==> src/rtl/div_sqrt_round_pack.sv <==
// FP32 divide/sqrt output stage: normalize, round, detect overflow/underflow, pack.
// 2-stage valid/ready pipeline; optional macro DIV_SQRT_SUBNORMAL_EN enables gradual underflow.
module div_sqrt_round_pack #(
  parameter int QWIDTH   = 26,
  parameter int RWIDTH   = 27,
  parameter int EXPWIDTH = 10
) (
  input  logic                clk,
  input  logic                reset,
  input  logic                in_valid,
  output logic                in_ready,
  input  logic [QWIDTH-1:0]   in_quotient,
  input  logic [RWIDTH-1:0]   in_remainder,
  input  logic                in_sign,
  input  logic [EXPWIDTH-1:0] in_exp,
  input  logic [1:0]          in_class,
  input  logic [1:0]          in_rm,
  output logic                out_valid,
  input  logic                out_ready,
  output logic [31:0]         out_result,
  output logic [2:0]          out_flags,
  output logic                overrun
);

  localparam logic [EXPWIDTH-1:0] EXP_ONE = EXPWIDTH'(1);

  logic                s1_vld_q, s2_vld_q, overrun_q, s2_adv;
  logic                s1_sign_q, s1_grd_q, s1_stk_q, s1_hid_q, s1_tiny_q;
  logic [1:0]          s1_cls_q, s1_rm_q;
  logic [EXPWIDTH-1:0] s1_exp_q;
  logic [22:0]         s1_mant_q;
  logic [31:0]         out_result_q;
  logic [2:0]          out_flags_q;

  logic [EXPWIDTH-1:0] exp_d;
  logic [22:0]         mant_d;
  logic                grd_d, stk_d, hid_d, tiny_d;

`ifdef DIV_SQRT_SUBNORMAL_EN
  logic [EXPWIDTH-1:0] sh_amt;
  logic [4:0]          sh;
  logic [49:0]         wide;
`endif

  assign s2_adv     = ~s2_vld_q | out_ready;
  assign in_ready   = ~s1_vld_q | s2_adv;
  assign out_valid  = s2_vld_q;
  assign out_result = out_result_q;
  assign out_flags  = out_flags_q;
  assign overrun    = overrun_q;

  // Stage 1: the core guarantees the top two quotient bits are not both zero.
  always_comb begin
    exp_d  = in_exp;
    mant_d = in_quotient[QWIDTH-2:QWIDTH-24];
    grd_d  = in_quotient[QWIDTH-25];
    stk_d  = in_quotient[0] | (|in_remainder);
    hid_d  = 1'b1;
    if (!in_quotient[QWIDTH-1]) begin
      mant_d = in_quotient[QWIDTH-3:QWIDTH-25];
      grd_d  = in_quotient[0];
      stk_d  = |in_remainder;
      exp_d  = in_exp - EXP_ONE;
    end
    tiny_d = exp_d[EXPWIDTH-1] | (exp_d == '0);
`ifdef DIV_SQRT_SUBNORMAL_EN
    sh_amt = EXP_ONE - exp_d;
    sh     = (sh_amt > EXPWIDTH'(26)) ? 5'd26 : sh_amt[4:0];
    wide   = {1'b1, mant_d, grd_d, 25'b0} >> sh;
    if (tiny_d) begin
      hid_d  = wide[49];
      mant_d = wide[48:26];
      grd_d  = wide[25];
      stk_d  = stk_d | (|wide[24:0]);
      exp_d  = '0;
    end
`endif
  end

  logic              inexact, inc, bump, ovf, inf_sel;
  logic [24:0]       sum;
  logic [EXPWIDTH:0] exp_r;
  logic [22:0]       mant_r;
  logic [31:0]       res_d;
  logic [2:0]        flags_d;

  always_comb begin
    inexact = s1_grd_q | s1_stk_q;
    unique case (s1_rm_q)
      2'b00:   inc = s1_grd_q & (s1_stk_q | s1_mant_q[0]);
      2'b01:   inc = 1'b0;
      2'b10:   inc = s1_sign_q & inexact;
      default: inc = ~s1_sign_q & inexact;
    endcase
    sum     = {1'b0, s1_hid_q, s1_mant_q} + {24'b0, inc};
    // A subnormal carrying into the hidden position becomes the smallest normal.
    bump    = sum[24] | (~s1_hid_q & sum[23]);
    exp_r   = {s1_exp_q[EXPWIDTH-1], s1_exp_q} + {{EXPWIDTH{1'b0}}, bump};
    mant_r  = sum[24] ? 23'b0 : sum[22:0];
    ovf     = ~exp_r[EXPWIDTH] & (exp_r[EXPWIDTH-1:0] >= EXPWIDTH'(255));
    inf_sel = (s1_rm_q == 2'b00) | ((s1_rm_q == 2'b10) & s1_sign_q)
            | ((s1_rm_q == 2'b11) & ~s1_sign_q);
    res_d   = {s1_sign_q, exp_r[7:0], mant_r};
    flags_d = {2'b00, inexact};
`ifdef DIV_SQRT_SUBNORMAL_EN
    flags_d[1] = s1_tiny_q & inexact;
`else
    if (s1_tiny_q) begin
      res_d   = {s1_sign_q, 31'b0};
      flags_d = 3'b011;
    end
`endif
    if (ovf) begin
      res_d   = inf_sel ? {s1_sign_q, 8'hFF, 23'b0} : {s1_sign_q, 8'hFE, 23'h7FFFFF};
      flags_d = 3'b101;
    end
    unique case (s1_cls_q)
      2'b01:   begin res_d = {s1_sign_q, 31'b0};         flags_d = 3'b000; end
      2'b10:   begin res_d = {s1_sign_q, 8'hFF, 23'b0};  flags_d = 3'b000; end
      2'b11:   begin res_d = 32'h7FC00000;               flags_d = 3'b000; end
      default: ;
    endcase
  end

  always_ff @(posedge clk or posedge reset) begin
    if (reset) begin
      s1_vld_q     <= 1'b0;
      s2_vld_q     <= 1'b0;
      overrun_q    <= 1'b0;
      s1_sign_q    <= 1'b0;
      s1_cls_q     <= 2'b00;
      s1_rm_q      <= 2'b00;
      s1_exp_q     <= '0;
      s1_mant_q    <= '0;
      s1_grd_q     <= 1'b0;
      s1_stk_q     <= 1'b0;
      s1_hid_q     <= 1'b1;
      s1_tiny_q    <= 1'b0;
      out_result_q <= '0;
      out_flags_q  <= '0;
    end else begin
      overrun_q <= overrun_q | (in_valid & ~in_ready);
      if (in_ready) begin
        s1_vld_q <= in_valid;
        if (in_valid) begin
          s1_sign_q <= in_sign;
          s1_cls_q  <= in_class;
          s1_rm_q   <= in_rm;
          s1_exp_q  <= exp_d;
          s1_mant_q <= mant_d;
          s1_grd_q  <= grd_d;
          s1_stk_q  <= stk_d;
          s1_hid_q  <= hid_d;
          s1_tiny_q <= tiny_d;
        end
      end
      if (s2_adv) begin
        s2_vld_q <= s1_vld_q;
        if (s1_vld_q) begin
          out_result_q <= res_d;
          out_flags_q  <= flags_d;
        end
      end
    end
  end

endmodule

==> config.mk <==
export PLATFORM = sky130hd
export DESIGN_NAME = div_sqrt_round_pack
export DESIGN_NICKNAME = d
export VERILOG_FILES = /design/src/rtl/div_sqrt_round_pack.sv
export SDC_FILE = /design/constraint.sdc
export NUM_CORES = 1
export LEC_CHECK = 0
export ABC_CLOCK_PERIOD_IN_PS = 4600
export CORE_UTILIZATION = 40
export DETAILED_ROUTE_END_ITERATION = 8
export DONT_BUFFER_PORTS = 1
export PLACE_DENSITY_LB_ADDON = 0.05
export SYNTH_ARGS = -nofsm -noshare
export SYNTH_HDL_FRONTEND = slang
export SYNTH_SLANG_ARGS = --single-unit
==> constraint.sdc <==
create_clock -name clk -period 4.6 [get_ports clk]
set_clock_uncertainty 0.15 [all_clocks]
set_input_delay 0.69 -clock clk [delete_from_list [all_inputs] [get_ports clk]]
set_output_delay 0.69 -clock clk [all_outputs]
set_load 0.005 [all_outputs]
* Word level (Yosys, flattened, before mapping) *
Cells that the tools add are included.

operators by class
  add/sub/neg operators = 3
  $lt $le $gt $ge = 1
  eq/ne operators = 6
  multiplexer cells = 13
  bitwise operators = 21
  reduce and logical (&&, ||, !) cells = 6

operators with widths
  cell                   number
  $pmux 32 s3            1
  $mux 31                2
  $mux 23                2
  $reduce_or 27->1       1
  $add 24x1->25          1
  $mux 24                1
  $add 10x2->11          1
  $ge 10x8->1 const B    1
  $logic_not 10->1       1
  $mux 10                1
  $sub 10x1->10 const B  1
  $or 1x1->1             9
  $eq 2x2->1 const B     4
  $and 1x1->1            7
  $mux 3                 2
  $not 1->1              5
  $eq 2x1->1 const B     2
  $reduce_and 2->1       2
  $pmux 1 s3             1
  $reduce_or 3->1        1
  $logic_not 2->1        1
  $mux 1                 2
  $mux 2                 1

storage, ports and cells
  register bits = 79
  input port bits = 72
  logic and storage cells = 63

* Depth between registers and ports, before layout *
  word-level depth = 9
  depth in mapped cells = 20
  depth with buffers taken out = 18

* Worst setup path before layout *
Ideal clock, no wire load.

  kind = reg-to-reg
  start = reg s1_rm_q[1]
  end = reg out_result_q[0] (netlist: out_result[0])
  setup time = 123 ps
  arrival = 3473 ps
  data required time = 4327 ps
  slack = 854 ps
  stages on the path, launching flop included = 20
  period minus slack after synthesis = 3746 ps
  cell sequence = dfrtp_1 -> nor2b_1 -> ha_1 -> nor2_1 -> nand2_1 -> nand2_1 -> ha_1 -> ha_1 -> and3_4 -> nand3_4 -> nor3b_1 -> and3_1 -> ha_1 -> nand3_2 -> and4_1 -> o32ai_2 -> a21o_1 -> a21o_1 -> buf_2 -> o21ai_1

on the way
  word-level cells in the longest chain between the ends = 8

ends and longest elaborated chain
  what                                             line     text
  start, declared                                  29       logic [1:0] s1_cls_q, s1_rm_q;
  start signal, assigned                           148      s1_rm_q <= in_rm;
  $eq 2x2->1, or another cell as far along         89, 101
  $pmux 1 s3                                       89       unique case (s1_rm_q)
  $add 24x1->25                                    95       sum = {1'b0, s1_hid_q, s1_mant_q} + {24'b0, inc};
  $add 10x2->11                                    98       exp_r = {s1_exp_q[EXPWIDTH-1], s1_exp_q} + {{EXPWIDTH{1'b0}}, bump};
  $ge 10x8->1 / $not 1->1 (equally long branches)  100      ovf = ~exp_r[EXPWIDTH] & (exp_r[EXPWIDTH-1:0] >= EXPWIDTH'(255));
  $and 1x1->1                                      100
  $mux 31 *                                        113      if (ovf) begin
  $pmux 32 s3 *                                    117      unique case (s1_cls_q)
  end signal, assigned                             160      out_result_q <= res_d;
  end, declared                                    32       logic [31:0] out_result_q;

Mark *: on every way between the ends. The rest lies on a longest branch, timed or not.
A chain may end at the register's enable or synchronous reset.

* Final worst setup path *
  start = reg s1_rm_q[1]
  end = reg out_result_q[13] (netlist: out_result[13])

Same word-level chain as after synthesis.

==> load_flow_metrics.sql <==
INSERT INTO impl_metrics (metric_group, metric, value, unit) VALUES
('clock_tree', 'cts_tree', 'built', ''),
('yosys', 'number_of_distinct_library_cell_variants_in_the_gate_level_netlist_after_synthesis', '49', ''),
('drt', 'routed-wl-met3', '720', 'µm'),
('clock_tree', 'post_cts_clock_slew_at_the_launch_and_capture_registers_of_the_worst_setup_and_hold_paths', '0.09', 'ns'),
('yosys', 'library_cell_with_the_largest_summed_area_after_synthesis', 'sky130_fd_sc_hd__dfrtp_1', ''),
('min_path', 'timing.hold.worst.class', 'primary input to asynchronous set/reset pin', ''),
('setup_path', 'cp-end-kind', 'flop', ''),
('yosys', 'dominantRegCellSynth', 'sky130_fd_sc_hd__dfrtp_1', ''),
('clock_tree', 'tritoncts_num_sinks', '79', ''),
('grt', 'first_global_vias', '3332', ''),
('clock_tree', 'clock_tree.htree_level_count', '3', ''),
('floorplan', 'die_area', '11400', 'µm²'),
('place', 'port-buffer-count', '0', ''),
('pwr', 'peak_supply_drop', '156', 'µV'),
('setup_path', 'r2r.worst_path.cells', '19', ''),
('drt', 'first_iter_violations', '119', ''),
('setup_path', 'rr_endpoint', 'out_result[13]', ''),
('sta', 'timing.final.hold_violations', '0', ''),
('drt', 'num_vias', '3370', ''),
('floorplan', 'boundaryPins', '110', ''),
('sta', 'layout_worst_path_cycle_share', '92.3', '%'),
('yosys', 'async_flop_share', '100', '%'),
('floorplan', 'initial_core_util', '41.9', '%'),
('setup_path', 'worst-r2r-setup-slack', '0.36', 'ns'),
('setup_path', 'path_max_fanout', '22', ''),
('cells_and_area', 'finalCoreUtilization', '45.1', '%'),
('clock_tree', 'postCtsSetupBuffers', '0', ''),
('grt', 'grt-ovfl-total', '0', ''),
('drt', 'final_antenna_net_count', '0', ''),
('pwr', 'power.leakage', '2.02', 'nW'),
('yosys', 'yosysWarnings', '0', ''),
('cells_and_area', 'syn2layout_area_growth', '7.61', '%'),
('drt', 'drt-wirelength-per-cell', '16.8', 'µm'),
('floorplan', 'core_area', '10500', 'µm²'),
('yosys', 'portion_of_synthesized_cell_area_occupied_by_the_leading_cell_type', '44.9', '%'),
('grt', 'grt_max_degree', '72', ''),
('yosys', 'mappedNetlistNets', '569', ''),
('setup_path', 'critical_path_arrival', '4.34', 'ns'),
('pwr', 'power.density_cell_area', '394', 'nW/µm²'),
('cells_and_area', 'antenna-diode-count', '0', ''),
('status', 'result_of_the_run', 'complete, no violations', ''),
('drt', 'drt_wl_total', '10500', 'µm'),
('drt', 'drt_pass1_iterations', '4', ''),
('floorplan', 'die_h', '107', 'µm'),
('clock_tree', 'cts.hold.buffers_added', '0', ''),
('sta', 'rsz_0062_raised_after_global_routing', 'no', ''),
('sta', 'tightest_slew', '1.01', 'ns'),
('sta', 'fmax', '236', 'MHz'),
('setup_path', 'crit_end', 'out_result[13]', ''),
('grt', 'grt_first_pass_wirelength', '17200', 'µm'),
('floorplan', 'die_w', '107', 'µm'),
('yosys', 'synth_area', '4400', 'µm²'),
('drt', 'top_layer_used', 'met4', ''),
('place', 'finalWeightedCongestion', '0.796', ''),
('drt', 'drt_drc_violations_left', '0', ''),
('yosys', 'synthCells', '491', ''),
('place', 'dp_cells', '610', ''),
('grt', 'grt.total_usage', '19.4', '%'),
('clock_tree', 'number_of_clock_buffers_inserted_by_tritoncts', '9', ''),
('cells_and_area', 'finish.net_count', '563', ''),
('setup_path', 'worstSetupStartpointType', 'flop', ''),
('sta', 'timing.max_slew.rel_slack', '32.9', '%'),
('setup_path', 'startpoint', 's1_rm_q[1]', ''),
('sta', 'report.final.setup_viol', '0', ''),
('sta', 'fin_crit', '4.24', 'ns'),
('setup_path', 'r2r_start', 's1_rm_q[1]', ''),
('clock_tree', 'clk_latency', '0.36', 'ns'),
('run', 'max-cap-violations', '0', ''),
('sta', 'final.setup.tns', '0', 'ns'),
('cells_and_area', 'final_common_cell', 'sky130_fd_sc_hd__nand2_1', ''),
('drt', 'met1_length', '5450', 'µm');
==> worst max-delay path: stages (launching register included) <==
cell	delay (ns)
sky130_fd_sc_hd__dfrtp_1	0.42
sky130_fd_sc_hd__nor2b_1	0.15
sky130_fd_sc_hd__ha_1	0.26
sky130_fd_sc_hd__nor2_1	0.10
sky130_fd_sc_hd__nand2_1	0.05
sky130_fd_sc_hd__nand2_1	0.07
sky130_fd_sc_hd__ha_1	0.18
sky130_fd_sc_hd__ha_1	0.21
sky130_fd_sc_hd__and3_4	0.23
sky130_fd_sc_hd__nand3_4	0.10
sky130_fd_sc_hd__nor3b_1	0.31
sky130_fd_sc_hd__and3_1	0.23
sky130_fd_sc_hd__ha_1	0.26
sky130_fd_sc_hd__nand3_2	0.15
sky130_fd_sc_hd__and4_1	0.22
sky130_fd_sc_hd__o32ai_2	0.26
sky130_fd_sc_hd__a21o_1	0.27
sky130_fd_sc_hd__a21o_1	0.15
sky130_fd_sc_hd__buf_4	0.24
sky130_fd_sc_hd__o21ai_1	0.12
==> per-layer routing <==
metal  vias to the layer above  global-route usage (%)
met5                         -                       0
met4                         0                    5.28
met3                         9                    5.59
met2                       107                    26.9
met1                      1549                    29.0
li1                       1705                       -
==> worst min path at each step <==
stage,start,endpoint,slack [ns],depth (start not counted)
4_1_cts,in_class[0],s1_cls_q[0],0.28,2
2_1_floorplan,out_result[31],out_result[31],0.31,2
6_report,reset,out_result[7],0.29,1
3_3_place_gp,out_result[31],out_result[31],0.33,2
5_1_grt,in_class[1],s1_cls_q[1],0.28,2
3_5_place_dp,overrun,overrun,0.35,1
==> where the power goes <==
part	leakage (nW)	total, mW	internal, mW	switching [mW]
sequential	0.986	0.936	0.804	0.132
combinational	0.917	0.312	0.130	0.182
clock	0.114	0.619	0.362	0.257
total	2.02	1.87	1.30	0.571
==> cell families after synthesis <==
| group | share of synthesized area [%] |
|---|---|
| AO/OA/AOI/OAI | 15.3 |
| XOR/XNOR | 7.16 |
| adder cells (fa/ha/maj) | 1.70 |
| buffers and inverters | 3.47 |
| flip-flops | 44.9 |
| multiplexers | 5.45 |
| AND/OR/NAND/NOR | 22.0 |
==> layout make-up <==
cell class / count / area [µm²] / area share [%]
well taps: 136 / 170 / 3.59
inverters: 9 / 33.8 / 0.713
clock inverters: 5 / 106 / 2.24
multi-input cells: 381 / 2280 / 48.2
flip-flops and latches: 79 / 1980 / 41.7
repair buffers: 5 / 37.5 / 0.792
clock buffers: 11 / 131 / 2.77
==> Yosys cell counts, types with 5 or more instances <==
library cell	instances
sky130_fd_sc_hd__o21ai_0	46
sky130_fd_sc_hd__nor3_1	8
sky130_fd_sc_hd__ha_1	6
sky130_fd_sc_hd__xnor2_1	22
sky130_fd_sc_hd__nand4_1	8
sky130_fd_sc_hd__o21ai_1	22
sky130_fd_sc_hd__mux2i_1	24
sky130_fd_sc_hd__nor4_1	10
sky130_fd_sc_hd__nand3_1	13
sky130_fd_sc_hd__nand2_1	102
sky130_fd_sc_hd__inv_1	9
sky130_fd_sc_hd__xor2_1	14
sky130_fd_sc_hd__clkbuf_1	13
sky130_fd_sc_hd__a21oi_1	30
sky130_fd_sc_hd__a221o_1	5
sky130_fd_sc_hd__dfrtp_1	79
sky130_fd_sc_hd__buf_2	5
sky130_fd_sc_hd__and3_1	5
sky130_fd_sc_hd__nor2_1	22
==> what timing repair did <==
action,CTS,global route
endpoints found under the setup margin,0,1
resized for setup,0,1
hold endpoints to repair,0,0
==> registers in the layout, indices dropped and copies added, names as in the netlist <==
signal,count
out_valid,1
s1_vld_q,1
s1_mant_q,23
s1_stk_q,1
s1_grd_q,1
s1_rm_q,2
s1_sign_q,1
out_flags,3
overrun,1
out_result,32
s1_exp_q,10
s1_tiny_q,1
s1_cls_q,2
==> through the flow <==
step | worst slack [ns] | hold WS [ns] | cell area [µm²]
final | 0.356 | 0.286 | 4740
after CTS | 0.292 | 0.280 | 4730
after detailed placement | 0.293 | 0.346 | 4500
after floorplan | 0.854 | 0.313 | 4400
after global placement | 0.386 | 0.332 | 4500
after global routing | 0.0244 | 0.277 | 4740
(Power assumes the default switching activity.)
